## src/rtl/i2c_bus_arbiter_pkg.sv

```systemverilog
// -----------------------------------------------------------------------------
// i2c_arb_pkg
// Shared types and defaults for the I2C bus arbiter and its condition detector.
//   arb_state_t          : arbiter FSM state encoding
//   owner_t              : which inner engine currently owns the pins/FIFOs
//   I2C_BUS_FREE_CYCLES  : default bus-free hold-off length after STOP
// -----------------------------------------------------------------------------
package i2c_arb_pkg;

  typedef enum logic [1:0] {
    IDLE,
    MASTER,
    SLAVE,
    HOLDOFF
  } arb_state_t;

  typedef enum logic {
    OWN_SLAVE,
    OWN_MASTER
  } owner_t;

  localparam int I2C_BUS_FREE_CYCLES = 16;

endpackage

```

## src/rtl/i2c_bus_arbiter_if.sv

```systemverilog
// -----------------------------------------------------------------------------
// i2c_bus_arbiter_if
// Bundles the synchronized bus lines, both inner-engine output sets and the
// granted (muxed) outputs of the I2C bus arbiter.
//   modport master : arbiter view (engine signals in, granted signals out)
//   modport slave  : surrounding peripheral view (the reverse direction)
// -----------------------------------------------------------------------------
interface i2c_bus_arbiter_if;

  // Role request and bus lines
  logic       ms_select;
  logic       SDA_sync;
  logic       SCL_sync;

  // Master inner engine outputs
  logic       SDA_out_master;
  logic       SCL_out_master;
  logic       TX_read_enable_master;
  logic       RX_write_enable_master;
  logic       set_transaction_complete_master;
  logic       ack_error_set_master;
  logic [7:0] rx_data_master;

  // Slave inner engine outputs
  logic       SDA_out_slave;
  logic       SCL_out_slave;
  logic       TX_read_enable_slave;
  logic       RX_write_enable_slave;
  logic       set_transaction_complete_slave;
  logic       ack_error_set_slave;
  logic [7:0] rx_data_slave;

  // Arbiter outputs
  logic       master_enable;
  logic       slave_enable;
  logic       SDA_out;
  logic       SCL_out;
  logic       TX_read_enable;
  logic       RX_write_enable;
  logic       set_transaction_complete;
  logic       ack_error_set;
  logic [7:0] rx_data;
  logic       bus_busy;
  logic       arbitration_lost;

  modport master (
    input  ms_select, SDA_sync, SCL_sync,
    input  SDA_out_master, SCL_out_master, TX_read_enable_master,
           RX_write_enable_master, set_transaction_complete_master,
           ack_error_set_master, rx_data_master,
    input  SDA_out_slave, SCL_out_slave, TX_read_enable_slave,
           RX_write_enable_slave, set_transaction_complete_slave,
           ack_error_set_slave, rx_data_slave,
    output master_enable, slave_enable, SDA_out, SCL_out, TX_read_enable,
           RX_write_enable, set_transaction_complete, ack_error_set,
           rx_data, bus_busy, arbitration_lost
  );

  modport slave (
    output ms_select, SDA_sync, SCL_sync,
    output SDA_out_master, SCL_out_master, TX_read_enable_master,
           RX_write_enable_master, set_transaction_complete_master,
           ack_error_set_master, rx_data_master,
    output SDA_out_slave, SCL_out_slave, TX_read_enable_slave,
           RX_write_enable_slave, set_transaction_complete_slave,
           ack_error_set_slave, rx_data_slave,
    input  master_enable, slave_enable, SDA_out, SCL_out, TX_read_enable,
           RX_write_enable, set_transaction_complete, ack_error_set,
           rx_data, bus_busy, arbitration_lost
  );

endinterface

```

## src/rtl/i2c_bus_condition_detect.sv

```systemverilog
// -----------------------------------------------------------------------------
// i2c_bus_condition_detect
// Registers the previous SDA/SCL samples and flags START, STOP and SCL rising
// edges. Reusable by the inner master/slave engines.
//   clk, rst           : clock, asynchronous active-high reset
//   sda_sync, scl_sync : synchronized bus lines
//   start, stop        : bus condition seen on this sample (combinational)
//   scl_rise           : SCL went low->high on this sample (combinational)
// -----------------------------------------------------------------------------
module i2c_bus_condition_detect (
  input  logic clk,
  input  logic rst,
  input  logic sda_sync,
  input  logic scl_sync,
  output logic start,
  output logic stop,
  output logic scl_rise
);

  logic sda_p_q, sda_p_d;
  logic scl_p_q, scl_p_d;

  always_comb begin
    sda_p_d = sda_sync;
    scl_p_d = scl_sync;
  end

  // Previous samples reset high so a bus idling high never looks like a START.
  always_ff @(posedge clk or posedge rst) begin
    if (rst) begin
      sda_p_q <= 1'b1;
      scl_p_q <= 1'b1;
    end else begin
      sda_p_q <= sda_p_d;
      scl_p_q <= scl_p_d;
    end
  end

  assign start    = scl_sync & scl_p_q & sda_p_q & ~sda_sync;
  assign stop     = scl_sync & scl_p_q & ~sda_p_q & sda_sync;
  assign scl_rise = scl_sync & ~scl_p_q;

endmodule

```

## src/rtl/i2c_bus_arbiter.sv

```systemverilog
// -----------------------------------------------------------------------------
// i2c_bus_arbiter
// Grants the shared I2C pins and FIFO ports to either the master or the slave
// inner engine, tracks bus-busy from START/STOP, enforces a bus-free hold-off
// after STOP and (optionally) detects multi-master arbitration loss.
//   clk    : system clock
//   n_rst  : asynchronous reset, active-high (1 = reset)
//   bus    : i2c_bus_arbiter_if.master -- role request, bus lines, both engine
//            output sets in; enables, granted pin drive / FIFO strobes /
//            rx_data, bus_busy and arbitration_lost out
// Parameter BUS_FREE_CYCLES: high cycles required after STOP before IDLE (>=1).
// Build option: define I2C_ARB_LOSS_EN to enable arbitration-loss detection;
// otherwise MASTER is left only on STOP and arbitration_lost stays 0.
// -----------------------------------------------------------------------------
module i2c_bus_arbiter
  import i2c_arb_pkg::*;
#(
  parameter int BUS_FREE_CYCLES = I2C_BUS_FREE_CYCLES
) (
  input  logic              clk,
  input  logic              n_rst,
  i2c_bus_arbiter_if.master bus
);

  localparam int                CNT_W    = $clog2(BUS_FREE_CYCLES + 1);
  localparam logic [CNT_W-1:0]  CNT_LAST = CNT_W'(BUS_FREE_CYCLES - 1);
  localparam logic [CNT_W-1:0]  CNT_MAX  = CNT_W'(BUS_FREE_CYCLES);

  logic start, stop, scl_rise;
  logic lines_high;
  logic loss;

  arb_state_t       state_q, state_d;
  logic [CNT_W-1:0] cnt_q, cnt_d;
  owner_t           owner;

  logic       sda_out_q, sda_out_d;
  logic       scl_out_q, scl_out_d;
  logic       tx_rd_q, tx_rd_d;
  logic       rx_wr_q, rx_wr_d;
  logic       txn_done_q, txn_done_d;
  logic       ack_err_q, ack_err_d;
  logic [7:0] rx_data_q, rx_data_d;
  logic       arb_lost_q, arb_lost_d;

  i2c_bus_condition_detect u_cond (
    .clk      (clk),
    .rst      (n_rst),
    .sda_sync (bus.SDA_sync),
    .scl_sync (bus.SCL_sync),
    .start    (start),
    .stop     (stop),
    .scl_rise (scl_rise)
  );

  assign lines_high = bus.SDA_sync & bus.SCL_sync;

`ifdef I2C_ARB_LOSS_EN
  // We released SDA but someone else pulled it low as SCL rose: we lost.
  assign loss = scl_rise & bus.SDA_out_master & ~bus.SDA_sync;
`else
  logic loss_unused;
  assign loss        = 1'b0;
  assign loss_unused = scl_rise;
`endif

  // Next-state, hold-off counter and arbitration-loss pulse
  always_comb begin
    state_d    = state_q;
    cnt_d      = '0;
    arb_lost_d = 1'b0;
    case (state_q)
      IDLE: begin
        if (start)                             state_d = SLAVE;
        else if (bus.ms_select && lines_high)  state_d = MASTER;
      end
      MASTER: begin
        if (stop) begin
          state_d = HOLDOFF;
        end else if (loss) begin
          state_d    = SLAVE;
          arb_lost_d = 1'b1;
        end
      end
      SLAVE: begin
        if (stop) state_d = HOLDOFF;
      end
      HOLDOFF: begin
        // Counter restarts whenever either line dips and saturates at the top.
        if (start) begin
          state_d = SLAVE;
        end else if (lines_high && (cnt_q == CNT_LAST)) begin
          state_d = IDLE;
        end else if (lines_high) begin
          cnt_d = (cnt_q == CNT_MAX) ? cnt_q : cnt_q + CNT_W'(1);
        end
      end
      default: state_d = IDLE;
    endcase
  end

  assign owner = (state_q == MASTER) ? OWN_MASTER : OWN_SLAVE;

  // Output mux follows the owner of the current state, registered below.
  always_comb begin
    sda_out_d  = bus.SDA_out_slave;
    scl_out_d  = bus.SCL_out_slave;
    tx_rd_d    = bus.TX_read_enable_slave;
    rx_wr_d    = bus.RX_write_enable_slave;
    txn_done_d = bus.set_transaction_complete_slave;
    ack_err_d  = bus.ack_error_set_slave;
    rx_data_d  = bus.rx_data_slave;
    if (owner == OWN_MASTER) begin
      sda_out_d  = bus.SDA_out_master;
      scl_out_d  = bus.SCL_out_master;
      tx_rd_d    = bus.TX_read_enable_master;
      rx_wr_d    = bus.RX_write_enable_master;
      txn_done_d = bus.set_transaction_complete_master;
      ack_err_d  = bus.ack_error_set_master;
      rx_data_d  = bus.rx_data_master;
    end
  end

  always_ff @(posedge clk or posedge n_rst) begin
    if (n_rst) begin
      state_q    <= IDLE;
      cnt_q      <= '0;
      sda_out_q  <= 1'b1;
      scl_out_q  <= 1'b1;
      tx_rd_q    <= 1'b0;
      rx_wr_q    <= 1'b0;
      txn_done_q <= 1'b0;
      ack_err_q  <= 1'b0;
      rx_data_q  <= 8'h00;
      arb_lost_q <= 1'b0;
    end else begin
      state_q    <= state_d;
      cnt_q      <= cnt_d;
      sda_out_q  <= sda_out_d;
      scl_out_q  <= scl_out_d;
      tx_rd_q    <= tx_rd_d;
      rx_wr_q    <= rx_wr_d;
      txn_done_q <= txn_done_d;
      ack_err_q  <= ack_err_d;
      rx_data_q  <= rx_data_d;
      arb_lost_q <= arb_lost_d;
    end
  end

  assign bus.master_enable            = (state_q == MASTER);
  assign bus.slave_enable             = (state_q != MASTER);
  assign bus.bus_busy                 = (state_q != IDLE);
  assign bus.SDA_out                  = sda_out_q;
  assign bus.SCL_out                  = scl_out_q;
  assign bus.TX_read_enable           = tx_rd_q;
  assign bus.RX_write_enable          = rx_wr_q;
  assign bus.set_transaction_complete = txn_done_q;
  assign bus.ack_error_set            = ack_err_q;
  assign bus.rx_data                  = rx_data_q;
  assign bus.arbitration_lost         = arb_lost_q;

endmodule

```

## src/flat_wrapper.sv

```systemverilog
// flat-port wrapper written by rule: the top's interface ports become plain ports
module i2c_bus_arbiter_flat import i2c_arb_pkg::*;
#(
  parameter int BUS_FREE_CYCLES = I2C_BUS_FREE_CYCLES
)
  (clk, n_rst, bus_ms_select, bus_SDA_sync, bus_SCL_sync, bus_SDA_out_master, bus_SCL_out_master, bus_TX_read_enable_master, bus_RX_write_enable_master, bus_set_transaction_complete_master, bus_ack_error_set_master, bus_rx_data_master, bus_SDA_out_slave, bus_SCL_out_slave, bus_TX_read_enable_slave, bus_RX_write_enable_slave, bus_set_transaction_complete_slave, bus_ack_error_set_slave, bus_rx_data_slave, bus_master_enable, bus_slave_enable, bus_SDA_out, bus_SCL_out, bus_TX_read_enable, bus_RX_write_enable, bus_set_transaction_complete, bus_ack_error_set, bus_rx_data, bus_bus_busy, bus_arbitration_lost);
  i2c_bus_arbiter_if bus_i ();
  input  logic clk;
  input  logic n_rst;
  input wire logic [$bits(bus_i.ms_select)-1:0] bus_ms_select;
  input wire logic [$bits(bus_i.SDA_sync)-1:0] bus_SDA_sync;
  input wire logic [$bits(bus_i.SCL_sync)-1:0] bus_SCL_sync;
  input wire logic [$bits(bus_i.SDA_out_master)-1:0] bus_SDA_out_master;
  input wire logic [$bits(bus_i.SCL_out_master)-1:0] bus_SCL_out_master;
  input wire logic [$bits(bus_i.TX_read_enable_master)-1:0] bus_TX_read_enable_master;
  input wire logic [$bits(bus_i.RX_write_enable_master)-1:0] bus_RX_write_enable_master;
  input wire logic [$bits(bus_i.set_transaction_complete_master)-1:0] bus_set_transaction_complete_master;
  input wire logic [$bits(bus_i.ack_error_set_master)-1:0] bus_ack_error_set_master;
  input wire logic [$bits(bus_i.rx_data_master)-1:0] bus_rx_data_master;
  input wire logic [$bits(bus_i.SDA_out_slave)-1:0] bus_SDA_out_slave;
  input wire logic [$bits(bus_i.SCL_out_slave)-1:0] bus_SCL_out_slave;
  input wire logic [$bits(bus_i.TX_read_enable_slave)-1:0] bus_TX_read_enable_slave;
  input wire logic [$bits(bus_i.RX_write_enable_slave)-1:0] bus_RX_write_enable_slave;
  input wire logic [$bits(bus_i.set_transaction_complete_slave)-1:0] bus_set_transaction_complete_slave;
  input wire logic [$bits(bus_i.ack_error_set_slave)-1:0] bus_ack_error_set_slave;
  input wire logic [$bits(bus_i.rx_data_slave)-1:0] bus_rx_data_slave;
  output wire logic [$bits(bus_i.master_enable)-1:0] bus_master_enable;
  output wire logic [$bits(bus_i.slave_enable)-1:0] bus_slave_enable;
  output wire logic [$bits(bus_i.SDA_out)-1:0] bus_SDA_out;
  output wire logic [$bits(bus_i.SCL_out)-1:0] bus_SCL_out;
  output wire logic [$bits(bus_i.TX_read_enable)-1:0] bus_TX_read_enable;
  output wire logic [$bits(bus_i.RX_write_enable)-1:0] bus_RX_write_enable;
  output wire logic [$bits(bus_i.set_transaction_complete)-1:0] bus_set_transaction_complete;
  output wire logic [$bits(bus_i.ack_error_set)-1:0] bus_ack_error_set;
  output wire logic [$bits(bus_i.rx_data)-1:0] bus_rx_data;
  output wire logic [$bits(bus_i.bus_busy)-1:0] bus_bus_busy;
  output wire logic [$bits(bus_i.arbitration_lost)-1:0] bus_arbitration_lost;
  assign bus_i.ms_select = bus_ms_select;
  assign bus_i.SDA_sync = bus_SDA_sync;
  assign bus_i.SCL_sync = bus_SCL_sync;
  assign bus_i.SDA_out_master = bus_SDA_out_master;
  assign bus_i.SCL_out_master = bus_SCL_out_master;
  assign bus_i.TX_read_enable_master = bus_TX_read_enable_master;
  assign bus_i.RX_write_enable_master = bus_RX_write_enable_master;
  assign bus_i.set_transaction_complete_master = bus_set_transaction_complete_master;
  assign bus_i.ack_error_set_master = bus_ack_error_set_master;
  assign bus_i.rx_data_master = bus_rx_data_master;
  assign bus_i.SDA_out_slave = bus_SDA_out_slave;
  assign bus_i.SCL_out_slave = bus_SCL_out_slave;
  assign bus_i.TX_read_enable_slave = bus_TX_read_enable_slave;
  assign bus_i.RX_write_enable_slave = bus_RX_write_enable_slave;
  assign bus_i.set_transaction_complete_slave = bus_set_transaction_complete_slave;
  assign bus_i.ack_error_set_slave = bus_ack_error_set_slave;
  assign bus_i.rx_data_slave = bus_rx_data_slave;
  assign bus_master_enable = bus_i.master_enable;
  assign bus_slave_enable = bus_i.slave_enable;
  assign bus_SDA_out = bus_i.SDA_out;
  assign bus_SCL_out = bus_i.SCL_out;
  assign bus_TX_read_enable = bus_i.TX_read_enable;
  assign bus_RX_write_enable = bus_i.RX_write_enable;
  assign bus_set_transaction_complete = bus_i.set_transaction_complete;
  assign bus_ack_error_set = bus_i.ack_error_set;
  assign bus_rx_data = bus_i.rx_data;
  assign bus_bus_busy = bus_i.bus_busy;
  assign bus_arbitration_lost = bus_i.arbitration_lost;
  i2c_bus_arbiter #(.BUS_FREE_CYCLES(BUS_FREE_CYCLES)) u_core (.clk(clk), .n_rst(n_rst), .bus(bus_i));
endmodule
```

## config.mk

```make
export PLATFORM = sky130hd
export DESIGN_NAME = i2c_bus_arbiter_flat
export DESIGN_NICKNAME = d
export VERILOG_FILES = /design/src/rtl/i2c_bus_arbiter_pkg.sv /design/src/rtl/i2c_bus_arbiter_if.sv /design/src/rtl/i2c_bus_condition_detect.sv /design/src/rtl/i2c_bus_arbiter.sv /design/src/flat_wrapper.sv
export SDC_FILE = /design/constraint.sdc
export NUM_CORES = 1
export LEC_CHECK = 0
export CAP_MARGIN = 10
export CORE_MARGIN = 3
export CORE_UTILIZATION = 40
export CTS_CLUSTER_DIAMETER = 200
export DETAILED_ROUTE_END_ITERATION = 10
export PLACE_DENSITY = 0.81
export SETUP_SLACK_MARGIN = 0.5
export SLEW_MARGIN = 20
export SYNTH_ARGS = -nofsm -noshare
export SYNTH_HDL_FRONTEND = slang
export SYNTH_SLANG_ARGS = --single-unit
```

## constraint.sdc

```tcl
create_clock -name clk -period 1.8 [get_ports clk]
set_input_delay 0.18 -clock clk [delete_from_list [all_inputs] [get_ports clk]]
set_output_delay 0.18 -clock clk [all_outputs]
set_load 0.05 [all_outputs]
```

==> impl_metrics.json, run 1 <==
{
  "gr-usage-all-layers": 0.183,
  "place_area_mm2": 0.00172,
  "rows": 18,
  "power.density_mw_per_mm2": 1570,
  "globalplace.congestion": 0.813,
  "p_leak_nw": 0.866,
  "largest_reg_flops": 8,
  "dieArea_mm2": 0.00343,
  "finalCritPeriodShare": 0.894,
  "nFillCells": 170,
  "grt_pass1_wl_um": 4480,
  "yosys.area.top_type": "dfrtp_1",
  "grt_use_met2": 0.316,
  "seqCellArea_um2": 581,
  "diodes": 0,
  "grt_start_max_net_pins": 24,
  "cts_made_buffers": 3,
  "ys_seq_elements": 23,
  "cap_violations": 0,
  "clock_latency_ns": 0.32,
  "syn_inst": 88,
  "vias_per_cell": 4.91,
  "hold_class": "primary input to asynchronous set/reset pin",
  "antenna_found_initial": 0,
  "path_class": "register to register",
  "fin_skew_ns": 0.00407,
  "synthTopCellsByCount": "dfrtp_1 (19), mux2_2 (14), inv_1 (10)",
  "syn_to_final_growth_pct": 74.7,
  "overflow": 0,
  "vias": 893,
  "ctsRootBufferMaster": "clkbuf_4",
  "syn-cell-area_mm2": 0.00110,
  "worst_setup_path_start_kind": "register",
  "detail_route.wirelength_um": 2860,
  "path_common_cell": "nand3_2",
  "rsz0062_at_grt": "true",
  "layout.nets": 193,
  "use_met3": 0.0680,
  "avgSynthCellArea_um2": 12.6,
  "layout-drive-gt1-share": 0.461,
  "endpoint_kind": "register",
  "cts_buffer_depth": 2,
  "cp_max_fo": 2,
  "critPathSlowestCell": "dfrtp_1",
  "first_pass_iters": 3,
  "worstPathCellList": "ha_2 -> and3_4 -> ha_4 -> nand3_2 -> nand3_2 -> o2111ai_4 -> mux2_4",
  "design_area_mm2": 0.00193,
  "drc": 0,
  "synth_edf_count": 0,
  "syn_nets": 128,
  "cts.clk_slew.worst_paths_ns": 0.13,
  "hold_viol": 0,
  "cp.buffers_inverters": 0,
  "synth-main-ff-cell": "dfrtp_1",
  "cts.sinks": 23,
  "post-route-min-period_ns": 1.61,
  "dr.first_iter.drc_count": 12,
  "ys_warn_count": 0,
  "crit_required_ns": 2.02,
  "ys_types": 26,
  "grt_pass1_vias": 979,
  "async_flop_share": 1.00,
  "cts_tree": "built",
  "die_width_um": 58.6,
  "synthMostInstantiatedCell": "dfrtp_1",
  "fp.coreArea_mm2": 0.00254,
  "postCtsHoldBufs": 0,
  "htreeDepth": 1,
  "max_stage_delay_ns": 0.40,
  "status": "complete, no violations",
  "io_buffer_count": 49,
  "busiest_layer": "met2",
  "critPathArrivalTime_ns": 1.83,
  "drv_slew": 0,
  "synth_area_leaders": "dfrtp_1 (43%), mux2_2 (14%), dfstp_2 (9.5%)",
  "initial_core_util": 0.434,
  "synth_seq_area_share": 0.525,
  "synth_top_area_frac": 0.430,
  "setup_viol": 0,
  "hold_ws_ns": 0.175,
  "io_pins": 51,
  "grt_use_met1": 0.196,
  "crit_family": "flip-flops",
  "drtAntennaViolNets": 0,
  "fmax_mhz": 621,
  "peakVddDrop_mv": 1.35,
  "finalSetupTns_ns": 0,
  "dp_hpwl_um": 1960,
  "die_h_um": 58.6,
  "drt-wirelength-per-cell_um": 15.7,
  "multiInputGateArea_um2": 589
}
==> final timing paths <==
kind	start	end	slack, ns	depth (start not counted)
max	u_core.cnt_q[1]	u_core.state_q[1]	0.19	7
min reg2reg	u_core.cnt_q[2]	u_core.cnt_q[2]	0.65	2
min	n_rst	u_core.cnt_q[2]	0.18	3
max in group asynchronous	n_rst	u_core.u_cond.scl_p_q	1.34	3
max reg2reg	u_core.cnt_q[1]	u_core.state_q[1]	0.19	7
min in group clk	bus_SDA_sync	u_core.u_cond.sda_p_q	0.45	1
==> logic make-up after synthesis <==
logic type / Yosys count / share of synthesized area
flops: 23 / 0.525
compound gates: 6 / 0.0396
fa+ha+maj: 7 / 0.0793
other cells: 1 / 0.00339
mux: 19 / 0.193
xor+xnor: 1 / 0.00793
simple gates: 18 / 0.103
buf+inv: 13 / 0.0487
==> per-layer routing <==
layer,share of wire,vias to the layer above
li1,-,422
met1,0.39,424
met2,0.50,42
met3,0.095,5
met4,0.019,0
met5,0,-
==> power breakdown <==
group | total [mW] | internal (mW) | switching, mW
combinational | 2.06 | 0.979 | 1.08
clock | 0.249 | 0.0833 | 0.166
sequential | 0.725 | 0.664 | 0.0608
==> metrics by stage <==
step	total power [mW]	cells	utilization	worst slack [ns]
after floorplan	1.95	88	-	0.245
after global placement	2.36	165	0.674	0.182
after detailed placement	2.41	165	0.674	0.110
after CTS	2.94	179	0.745	0.195
after global routing	3.18	182	0.759	0.135
final	3.04	182	0.759	0.191
==> worst reg2reg max path, delay by kind of cell, from the launching register on <==
kind,cells,cell delay [ns]
DFF,1,0.40
and+or+nand+nor,3,0.34
muxes,1,0.33
adders and majority gates,2,0.31
AOI/OAI and AO/OA,1,0.14
==> final cells by class <==
type	instances	area share
timing repair buffer	63	0.341
sequential	23	0.301
inverter	10	0.0194
clock inverter	1	0.00259
tap	30	0.0194
clock buffer	3	0.0117
multi-input combinational	52	0.305
==> placed cells by master, fill, tap and decap left out, drive strengths merged <==
master         instances
ha                     7
o2111ai                1
nand3                  3
o22ai                  1
dfstp                  4
clkdlybuf4s50         32
nand4b                 2
dfrtp                 19
xor2                   1
o21ai                  1
nor2                   5
clkdlybuf4s15         11
clkbuf                 4
clkinv                 1
inv                   10
buf                   19
mux2                  15
a21oi                  2
o211ai                 1
conb                   1
mux2i                  4
nor3                   1
and4bb                 1
nand2                  5
and3                   1
==> timing repair <==
item / 4_1_cts / 5_1_grt
setup buffers: 10 / 3
pin swaps: 4 / 2
resized for setup: 53 / 6
endpoints found under the setup margin: 30 / 24
No activity file was read; power rests on OpenSTA's default activity.
==> run 2, diff against run 1 <==
--- a/config.mk
+++ b/config.mk
@@ -10,7 +10,9 @@
 export CORE_UTILIZATION = 40
 export CTS_CLUSTER_DIAMETER = 200
 export DETAILED_ROUTE_END_ITERATION = 10
+export GPL_ROUTABILITY_DRIVEN = 0
 export PLACE_DENSITY = 0.81
+export RECOVER_POWER = 25
 export SETUP_SLACK_MARGIN = 0.5
 export SLEW_MARGIN = 20
 export SYNTH_ARGS = -nofsm -noshare
==> run 2 against run 1 <==
Count of clock-buffer cells in the layout unchanged. First-iteration DRC count unchanged. Largest cell class unchanged. Combinational power about the same. Routed wire length about the same. Design area down 0.19%. Maximum frequency about the same. Critical path type unchanged.
==> impl_metrics.json, run 2 (same netlist as run 1, synthesis figures left out) <==
{
  "status": "complete, no violations",
  "crit_required_ns": 2.02,
  "design_area_mm2": 0.00193,
  "nFillCells": 169,
  "layout_setup_ws_ns": 0.191,
  "largest_reg_flops": 8,
  "dp_cells": 165,
  "fin_skew_ns": 0.00402,
  "cts.clk_slew.worst_paths_ns": 0.13,
  "endpoint_kind": "register",
  "dp_hpwl_um": 1960,
  "grt_use_met2": 0.316,
  "grt_pass1_vias": 979,
  "vias": 895,
  "rrSetupSlack_ns": 0.19,
  "drt-wirelength-per-cell_um": 15.7,
  "first_pass_iters": 3,
  "die_width_um": 58.6,
  "busiest_layer": "met2",
  "finalCritPeriodShare": 0.894,
  "antenna_found_initial": 0,
  "cts_tree": "built",
  "place_area_mm2": 0.00172,
  "post-route-min-period_ns": 1.61,
  "dr.first_iter.drc_count": 12,
  "cts.sinks": 23,
  "rsz0062_at_grt": "true",
  "rows": 18,
  "finalNonFillerCells": 182,
  "dp_slack_ns": 0.110,
  "ctsRootBufferMaster": "clkbuf_4",
  "cts_made_buffers": 3,
  "setup_viol": 0,
  "tightest_slew_ns": 1.23,
  "cap_violations": 0,
  "layout_common_cells": "clkdlybuf4s50_1 (31), dfrtp_1 (19), mux2_4 (15)",
  "drv_slew": 0,
  "dieArea_mm2": 0.00343,
  "initial_core_util": 0.434,
  "critPathArrivalTime_ns": 1.83,
  "p_leak_nw": 0.863,
  "detail_route.wirelength_um": 2860,
  "path_class": "register to register",
  "io_pins": 51,
  "layout-drive-gt1-share": 0.454,
  "grt_start_max_net_pins": 24,
  "die_h_um": 58.6,
  "hold_class": "primary input to register",
  "power.density_mw_per_mm2": 1570,
  "htreeDepth": 1,
  "grt_pass1_wl_um": 4480,
  "overflow": 0,
  "layout.nets": 193,
  "fin_util": 0.757,
  "drtAntennaViolNets": 0,
  "gr-usage-all-layers": 0.183,
  "finalSetupTns_ns": 0,
  "fmax_mhz": 621,
  "fp.coreArea_mm2": 0.00254,
  "drc": 0,
  "postCtsHoldBufs": 0,
  "io_buffer_count": 49,
  "peakVddDrop_mv": 1.35,
  "syn_to_final_growth_pct": 74.4,
  "layout_commonest_cell": "clkdlybuf4s50_1",
  "cp_max_fo": 2,
  "grt_use_met1": 0.196,
  "worst_setup_path_start_kind": "register",
  "max_slew_margin": 0.182,
  "hold_viol": 0,
  "use_met3": 0.0680,
  "cts_buffer_depth": 2,
  "diodes": 0,
  "clock_latency_ns": 0.32,
  "vias_per_cell": 4.92
}
## run 2: area by class of cell
cell class	instances	area, um^2	area share
Multi-Input combinational cell	52	589	0.306
Sequential cell	23	581	0.301
Clock inverter	1	5.00	0.00260
Inverter	10	37.5	0.0195
Timing Repair Buffer	63	654	0.340
Clock buffer	3	22.5	0.0117
Tap cell	30	37.5	0.0195
## run 2: worst paths after layout
kind                            startpoint                         to  depth (start not counted)
max reg2reg                u_core.cnt_q[1]          u_core.state_q[1]                          7
min in group asynchronous            n_rst      u_core.bus.rx_data[4]                          3
max in group asynchronous            n_rst  u_core.bus.TX_read_enable                          3
max                        u_core.cnt_q[1]          u_core.state_q[1]                          7
min                           bus_SDA_sync      u_core.u_cond.sda_p_q                          1
min reg2reg                u_core.cnt_q[2]            u_core.cnt_q[2]                          2
## run 2: stage by stage
stage          hold WS (ns)  power (mW)
2_1_floorplan         0.179        1.95
3_3_place_gp          0.539        2.36
3_5_place_dp          0.544        2.41
4_1_cts               0.179        2.94
5_1_grt               0.439        3.18
6_report              0.449        3.03
## run 2: critical path: stages, from the launching register on
cell and delay [ns]:
dfrtp_1 0.40, ha_2 0.19, and3_4 0.18, ha_4 0.12
nand3_2 0.06, nand3_2 0.10, o2111ai_4 0.14, mux2_4 0.32
## run 2: routing by layer
metal / vias to the layer above / routed length [um]
met5: - / 0
met4: 0 / 55
met3: 5 / 273
met2: 42 / 1440
met1: 426 / 1100
li1: 422 / -
## run 2: repair_timing
action	CTS	global route
resized for setup	53	6
pin swaps	4	2
setup buffers	10	3
setup endpoints to repair	30	24
## run 2: report_power, final
group | leakage (nW) | internal, mW | switching, mW
clock | 0.0177 | 0.0833 | 0.166
combinational | 0.570 | 0.978 | 1.08
sequential | 0.275 | 0.664 | 0.0608
total | 0.863 | 1.72 | 1.31
